<file path="config.mk">
export PLATFORM = sky130hd
export DESIGN_NAME = updown_counter_n
export DESIGN_NICKNAME = d
export VERILOG_FILES = /design/src/rtl/counter_pkg.sv /design/src/rtl/btn_step.sv /design/src/rtl/updown_counter_n.sv
export SDC_FILE = /design/constraint.sdc
export NUM_CORES = 1
export LEC_CHECK = 0
export BUFFER_PORTS_ARGS = -buffer_cell sky130_fd_sc_hd__buf_2
export CAP_MARGIN = 15
export CELL_PAD_IN_SITES_DETAIL_PLACEMENT = 1
export CELL_PAD_IN_SITES_GLOBAL_PLACEMENT = 2
export CORE_MARGIN = 4
export CORE_UTILIZATION = 24
export DETAILED_ROUTE_END_ITERATION = 12
export MAX_ROUTING_LAYER = met4
export PLACE_DENSITY_LB_ADDON = 0.3
export SETUP_SLACK_MARGIN = 0.5
export SLEW_MARGIN = 0
export SYNTH_ARGS = -nofsm -noshare
export SYNTH_HDL_FRONTEND = slang
export SYNTH_SLANG_ARGS = --single-unit
</file>
<file path="constraint.sdc">
create_clock -name cp -period 1.25 [get_ports cp]
set_input_delay 0.25 -clock cp [delete_from_list [all_inputs] [get_ports cp]]
set_output_delay 0.25 -clock cp [all_outputs]
set_load 0.01 [all_outputs]
</file>
<file path="src/rtl/counter_pkg.sv">
//------------------------------------------------------------------------------
// Module   : counter_pkg
// Brief    : Direction constants and default parameter values for updown_counter_n.
// Revision : 1.0 - initial release
//------------------------------------------------------------------------------
`default_nettype none

package counter_pkg;

    localparam logic DIR_UP   = 1'b0;
    localparam logic DIR_DOWN = 1'b1;

    localparam int DEF_WIDTH     = 4;
    localparam int DEF_MODULUS   = 16;
    localparam int DEF_DB_CYCLES = 1000000;

endpackage : counter_pkg

`default_nettype wire

</file>
<file path="src/rtl/btn_step.sv">
//------------------------------------------------------------------------------
// Module   : btn_step
// Brief    : Button synchroniser, optional debounce (DEBOUNCE_EN) and rising-edge
//            detector producing a registered one-cycle step pulse.
// Revision : 1.0 - initial release
//------------------------------------------------------------------------------
`default_nettype none

module btn_step
    import counter_pkg::*;
#(
    parameter int DB_CYCLES = DEF_DB_CYCLES
) (
    input  logic cp,
    input  logic rst_n,
    input  logic i_btn,
    output logic o_step
);

    logic r_sync1;
    logic r_sync2;
    logic r_prev;
    logic r_step;
    logic w_clean;

    always_ff @(posedge cp or negedge rst_n) begin
        if (!rst_n) begin
            r_sync1 <= 1'b0;
            r_sync2 <= 1'b0;
        end else begin
            r_sync1 <= i_btn;
            r_sync2 <= r_sync1;
        end
    end

`ifdef DEBOUNCE_EN
    localparam int              c_DBW     = (DB_CYCLES > 1) ? $clog2(DB_CYCLES) : 1;
    localparam logic [c_DBW-1:0] c_DB_LAST = c_DBW'(DB_CYCLES - 1);
    localparam logic [c_DBW-1:0] c_DB_ONE  = c_DBW'(1);

    logic [c_DBW-1:0] r_db_cnt;
    logic             r_db_state;

    // Accept a new level only after DB_CYCLES consecutive samples that differ
    // from the currently accepted one; any agreeing sample restarts the count.
    always_ff @(posedge cp or negedge rst_n) begin
        if (!rst_n) begin
            r_db_cnt   <= '0;
            r_db_state <= 1'b0;
        end else if (r_sync2 == r_db_state) begin
            r_db_cnt <= '0;
        end else if (r_db_cnt == c_DB_LAST) begin
            r_db_state <= r_sync2;
            r_db_cnt   <= '0;
        end else begin
            r_db_cnt <= r_db_cnt + c_DB_ONE;
        end
    end

    assign w_clean = r_db_state;
`else
    assign w_clean = r_sync2;
`endif

    always_ff @(posedge cp or negedge rst_n) begin
        if (!rst_n) begin
            r_prev <= 1'b0;
            r_step <= 1'b0;
        end else begin
            r_prev <= w_clean;
            r_step <= w_clean & ~r_prev;
        end
    end

    assign o_step = r_step;

endmodule : btn_step

`default_nettype wire

</file>
<file path="src/rtl/updown_counter_n.sv">
//------------------------------------------------------------------------------
// Module   : updown_counter_n
// Brief    : Button-stepped modulo-N up/down counter with load and terminal-count
//            pulse; define DEBOUNCE_EN to add button debouncing.
// Revision : 1.0 - initial release
//------------------------------------------------------------------------------
`default_nettype none

module updown_counter_n
    import counter_pkg::*;
#(
    parameter int WIDTH     = DEF_WIDTH,
    parameter int MODULUS   = DEF_MODULUS,
    parameter int DB_CYCLES = DEF_DB_CYCLES
) (
    input  logic             cp,
    input  logic             rst_n,
    input  logic             btn_1,
    input  logic             dir,
    input  logic             en,
    input  logic             load,
    input  logic [WIDTH-1:0] load_val,
    output logic [WIDTH-1:0] count,
    output logic             tc
);

    localparam logic [WIDTH-1:0] c_MAX = WIDTH'(MODULUS - 1);
    localparam logic [WIDTH:0]   c_MOD = (WIDTH + 1)'(MODULUS);
    localparam logic [WIDTH-1:0] c_ONE = WIDTH'(1);

    logic             w_step;
    logic [WIDTH-1:0] w_load_val;
    logic [WIDTH-1:0] r_count;
    logic             r_tc;

`ifdef DEBOUNCE_EN
    btn_step #(
        .DB_CYCLES (DB_CYCLES)
    ) u_btn_step (
        .cp     (cp),
        .rst_n  (rst_n),
        .i_btn  (btn_1),
        .o_step (w_step)
    );
`else
    btn_step u_btn_step (
        .cp     (cp),
        .rst_n  (rst_n),
        .i_btn  (btn_1),
        .o_step (w_step)
    );
`endif

    assign w_load_val = ({1'b0, load_val} >= c_MOD) ? c_MAX : load_val;

    // Load wins over a coincident step; that step is simply lost.
    always_ff @(posedge cp or negedge rst_n) begin
        if (!rst_n) begin
            r_count <= '0;
            r_tc    <= 1'b0;
        end else begin
            r_tc <= 1'b0;
            if (load) begin
                r_count <= w_load_val;
            end else if (w_step && en) begin
                unique case (dir)
                    DIR_UP: begin
                        if (r_count == c_MAX) begin
                            r_count <= '0;
                            r_tc    <= 1'b1;
                        end else begin
                            r_count <= r_count + c_ONE;
                        end
                    end
                    DIR_DOWN: begin
                        if (r_count == '0) begin
                            r_count <= c_MAX;
                            r_tc    <= 1'b1;
                        end else begin
                            r_count <= r_count - c_ONE;
                        end
                    end
                    default: r_count <= r_count;
                endcase
            end
        end
    end

    assign count = r_count;
    assign tc    = r_tc;

endmodule : updown_counter_n

`default_nettype wire

</file>
---- After elaboration in Yosys (flattened, before gate mapping) ----
Index checks and enable logic that the tools add are counted.
storage, ports and cells
  register bits after elaboration ......... 9
  latch bits .............................. 0
  bits in writable memories ............... 0
  bits in read-only memories .............. 0
  word-level logic and storage cells ...... 25
  memories kept ........................... 0
cells by class
  add/subtract/negate cells ............... 2
  multiply operators ...................... 0
  divide/modulo/power cells ............... 0
  order comparisons ....................... 0
  equal/unequal tests ..................... 1
  shifts and indexed selects .............. 0
  mux-type cells .......................... 10
  bitwise gates (word level) .............. 3
  reductions and logical operators ........ 3
operators with widths
  operator                                                             number
  4-bit two-way mux                                                    4
  4-bit one-hot mux with 2 select lines                                1
  4-bit by 1-bit adder with 4-bit output (second input constant)       1
  4-bit equality test (second input constant)                          1
  4-bit logical NOT                                                    1
  1-bit two-way mux                                                    4
  4-bit by 1-bit subtractor with 4-bit output (second input constant)  1
  1-bit NOT                                                            2
  1-bit one-hot mux with 2 select lines                                1
  2-bit nonzero test                                                   1
  1-bit bitwise AND                                                    1
  1-bit logical AND                                                    1

---- Longest topological paths before layout ----
  depth in word-level cells ............... 5
  depth in mapped cells ................... 6
  mapped depth without buffers ............ 6

---- By module ----
A second synthesis with hierarchy kept.
unflattened totals
  cells, all modules ...................... 51
  area, all modules ....................... 516.7 um2
by module, submodules not included
  module            times used  cells each  area each (um2)  sequential area each (um2)
  updown_counter_n  1           46          402.9            125.1
  btn_step          1           5           113.9            100.1

---- Worst setup path before layout ----
Ideal clock, no wire load.
  kind .................................... register -> register
  start ................................... register r_count[1] (netlist: count[1])
  end ..................................... register r_count[3] (netlist: count[3])
  arrival time ............................ 1.291 ns
  data required time ...................... 1.128 ns
  slack ................................... -0.163 ns
  stages on the path, launching flop included .. 5
  buffers on the path ..................... 0
  cell sequence ........................... dfrtp_1 -> or4b_1 -> o311ai_1 -> a221o_1 -> a21oi_2
on the way
  cells in the longest elaborated chain, start to end .. 5
RTL lines
  what                                                                 RTL line                                        text
  from (decl)                                                          updown_counter_n.sv:33                          logic [WIDTH-1:0] r_count;
  from (signal assigned)                                               updown_counter_n.sv:64                          r_count <= w_load_val;
  from (signal assigned)                                               updown_counter_n.sv:72                          r_count <= r_count + c_ONE;
  from (signal assigned)                                               updown_counter_n.sv:77                          r_count <= c_MAX;
  4-bit by 1-bit subtractor with 4-bit output (tied with other cells)  updown_counter_n.sv:80                          r_count <= r_count - c_ONE;
  4-bit two-way mux, on equally long branches                          updown_counter_n.sv:76, updown_counter_n.sv:68
  4-bit one-hot mux with 2 select lines (*)                            updown_counter_n.sv:66                          unique case (dir)
  4-bit two-way mux (*)                                                updown_counter_n.sv:65                          end else if (w_step && en) begin
  4-bit two-way mux (*)                                                updown_counter_n.sv:63                          if (load) begin
Mark *: on every way between the ends. The rest lies on a longest branch, timed or not. The select of a mux whose other input is x is not followed.
A chain may end at the register's enable or synchronous reset.

---- Worst setup path in the final report ----
Same ends and word-level chain as after synthesis.

==> metrics.cfg <==
[logic_synthesis]
synth_cell_type_count=22
synth_cells=49
netlist_area_um2=470
synthArstFlopShare_pct=100
syn_avg_cell_area_um2=9.60
synth_ff_type=dfrtp_1
yosys_warnings=0
yosys_register_bits=9
synth.net_count=61
ys_seq_area_share_pct=47.9
synth-edff-count=0

[setup_path]
path_max_fanout=5
worstPathArrival_ns=1.55
required_ns=1.41
critical_path_class=register to register
end_kind=register
cp_slowest_cell=or4b_1
cp_slowest_stage_delay_ns=0.50
path_cells=or4b_1 -> o311ai_1 -> a221o_1 -> a21oi_2
worstSetupStartpointType=register

[run]
max-cap-violations=0

[cts]
htree_levels=1
cts_root_buffer=clkbuf_4
clkSinkCount=9
clk_pin_slew_ns=0.07
clock_latency_ns=0.27
cts_buffer_depth=2
cts_buffers=3
cts_tree=built

[detailed_routing]
wl_per_cell_um=12.4
drt_first_pass_iters=1
vias=457
ant_nets=0
drt_iter0_drc=0
drcViolationCount=0
drt-total-wl_um=1260
vias_per_cell=4.48

[cells_and_area]
seq_area_um2=229
area_delta_synth_final_pct=58.2
nets=90
n_fill_cell=211
drive_above_1_share_pct=49.4
stdcell_count=102
multi_input_area_um2=253
antenna_cells=0

[worst_hold_path]
hold_path.class=primary input to register

[placed_design]
dp_cells=94
dp_hpwl_um=965
portBuffers=14
place_ws_ns=-0.126
place_congestion=0.838

[global_routing]
grt_max_degree=10
grt_pass1_vias=455
gr-usage-all-layers_pct=11.1
antenna_found_initial=0
grt_pass1_wl_um=2080
grt_overflow=0

[floorplan]
core_region_area_mm2=0.00178
die_x_um=52.3
die_h_um=52.3
pin_count=15
initial_utilization_pct=26.4
die-area_mm2=0.00273
std_cell_rows=15

[power]
power-per-cell-area_mw_per_mm2=1100
peakVddDrop_mv=0.552
p_leak_nw=0.347

[timing]
setup_violations=3
finClkSkew_ns=0.00189
fmax_ghz=0.720
slew_violations=0
hold_viol_final=0
slew_headroom_pct=81.6
tightest_slew_ns=0.275
worst_slack_ns=-0.138
period_share_pct=111
tns_ns=-0.185
rsz0062_at_grt=yes
min_period_ns=1.39

[outcome]
violations=setup timing
status=finished, violations left

## cell families (layout without fill, tap and decap cells)
logic type / after synthesis / count (layout) / share of synthesized area (%)
flops: 9 / 9 / 47.9
compound gates: 15 / 15 / 19.9
mux: 1 / 1 / 2.13
simple gates: 15 / 15 / 17.0
fa+ha+maj: 2 / 2 / 5.32
xor+xnor: 2 / 2 / 3.72
buf+inv: 5 / 33 / 3.99
## cell usage after synthesis, drive strengths merged, types with 2 or more instances
cell	count	area share (%)
a21oi	6	7.2
dfrtp	9	48
ha	2	5.3
inv	4	3.2
nand2	4	3.2
nor2	4	3.2
nor2b	2	2.7
o21ai	5	5.3
xnor2	2	3.7
## cell type report
class | instances | share of cell area [%]
Clock inverter | 1 | 0.672
Sequential cell | 9 | 30.8
Multi-Input combinational cell | 35 | 33.9
Tap cell | 25 | 4.20
Clock buffer | 3 | 3.03
Timing Repair Buffer | 25 | 25.4
Inverter | 4 | 2.02
## sequential cells by signal (all words and copies together), names as in the netlist
| name | flops |
|---|---|
| tc | 1 |
| u_btn_step.r_prev | 1 |
| u_btn_step.o_step | 1 |
| u_btn_step.r_sync2 | 1 |
| count | 4 |
| u_btn_step.r_sync1 | 1 |
## stage by stage
stage | util (%) | instance area, um2 | total power [W] | hold WS [ns]
after global placement | 35.9 | 639 | 0.000527 | 0.108
final | 41.8 | 744 | 0.000817 | 0.0816
after floorplan | - | 489 | 0.000436 | -0.0456
after detailed placement | 35.9 | 639 | 0.000531 | 0.116
after CTS | 40.1 | 716 | 0.000812 | 0.0747
after global routing | 41.8 | 744 | 0.000877 | 0.0705
## cell usage in the layout, fill, tap and decap left out
cell type and count:
buf_2 11, buf_6 7, dfrtp_1 6, buf_4 6, a21oi_1 5, nor2_1 4, nand2_1 4, o21ai_1 3
clkbuf_4 3, dfrtp_2 3, inv_2 2, nor2b_1 2, inv_1 2, and3b_1 1, nand3b_1 1, nor3_1 1
o21ai_2 1, a22oi_1 1, mux2i_1 1, xnor2_1 1, or4b_1 1, nand2b_1 1, o311ai_1 1, o21ai_0 1
o31a_1 1, a221o_1 1, a21oi_2 1, xnor2_2 1, ha_4 1, ha_2 1, clkinv_2 1, dlygate4sd3_1 1
## power breakdown
group | leakage (nW) | switching, W | internal (W) | total (W)
sequential | 0.106 | 0.0000185 | 0.000313 | 0.000332
clock | 0.0177 | 0.000119 | 0.000119 | 0.000238
combinational | 0.223 | 0.000106 | 0.000142 | 0.000248
## routing by layer
| metal | vias to the layer above | routed length [um] | GRT usage (%) | part of all wire, % |
|---|---|---|---|---|
| met1 | 214 | 556 | 13.4 | 44 |
| met2 | 13 | 611 | 16.7 | 48 |
| li1 | 225 | - | - | - |
| met5 | - | 0 | - | 0 |
| met4 | 0 | 38 | 7.66 | 3.0 |
| met3 | 5 | 54 | 1.99 | 4.3 |
## worst max-delay path: cells and delay by family, from the launching register on
| kind | cells | cell delay, ns |
|---|---|---|
| AO/OA/AOI/OAI | 3 | 0.35 |
| flip-flops | 1 | 0.43 |
| AND/OR/NAND/NOR | 1 | 0.50 |
## timing repair
item | 4_1_cts | 5_1_grt
hold endpoints to repair | 9 | 0
hold buffers | 1 | 0
resized for setup | 9 | 3
gates cloned | 0 | 0
buffers inserted | 1 | 2
pin swaps | 9 | 1
setup endpoints to repair | 10 | 10
## final timing paths
path                                         start                 end  slack, ns  cells past startpoint
worst max-delay path                      count[1]            count[3]      -0.14                      4
worst min-delay path                         btn_1  u_btn_step.r_sync1       0.08                      1
worst max register to register            count[1]            count[3]      -0.14                      4
worst min register to register  u_btn_step.r_sync1  u_btn_step.r_sync2       0.35                      0
max in group asynchronous                    rst_n            count[1]       0.69                      2
min in group asynchronous                    rst_n  u_btn_step.r_sync1       0.36                      2
No activity file was read; power rests on OpenSTA's default activity.
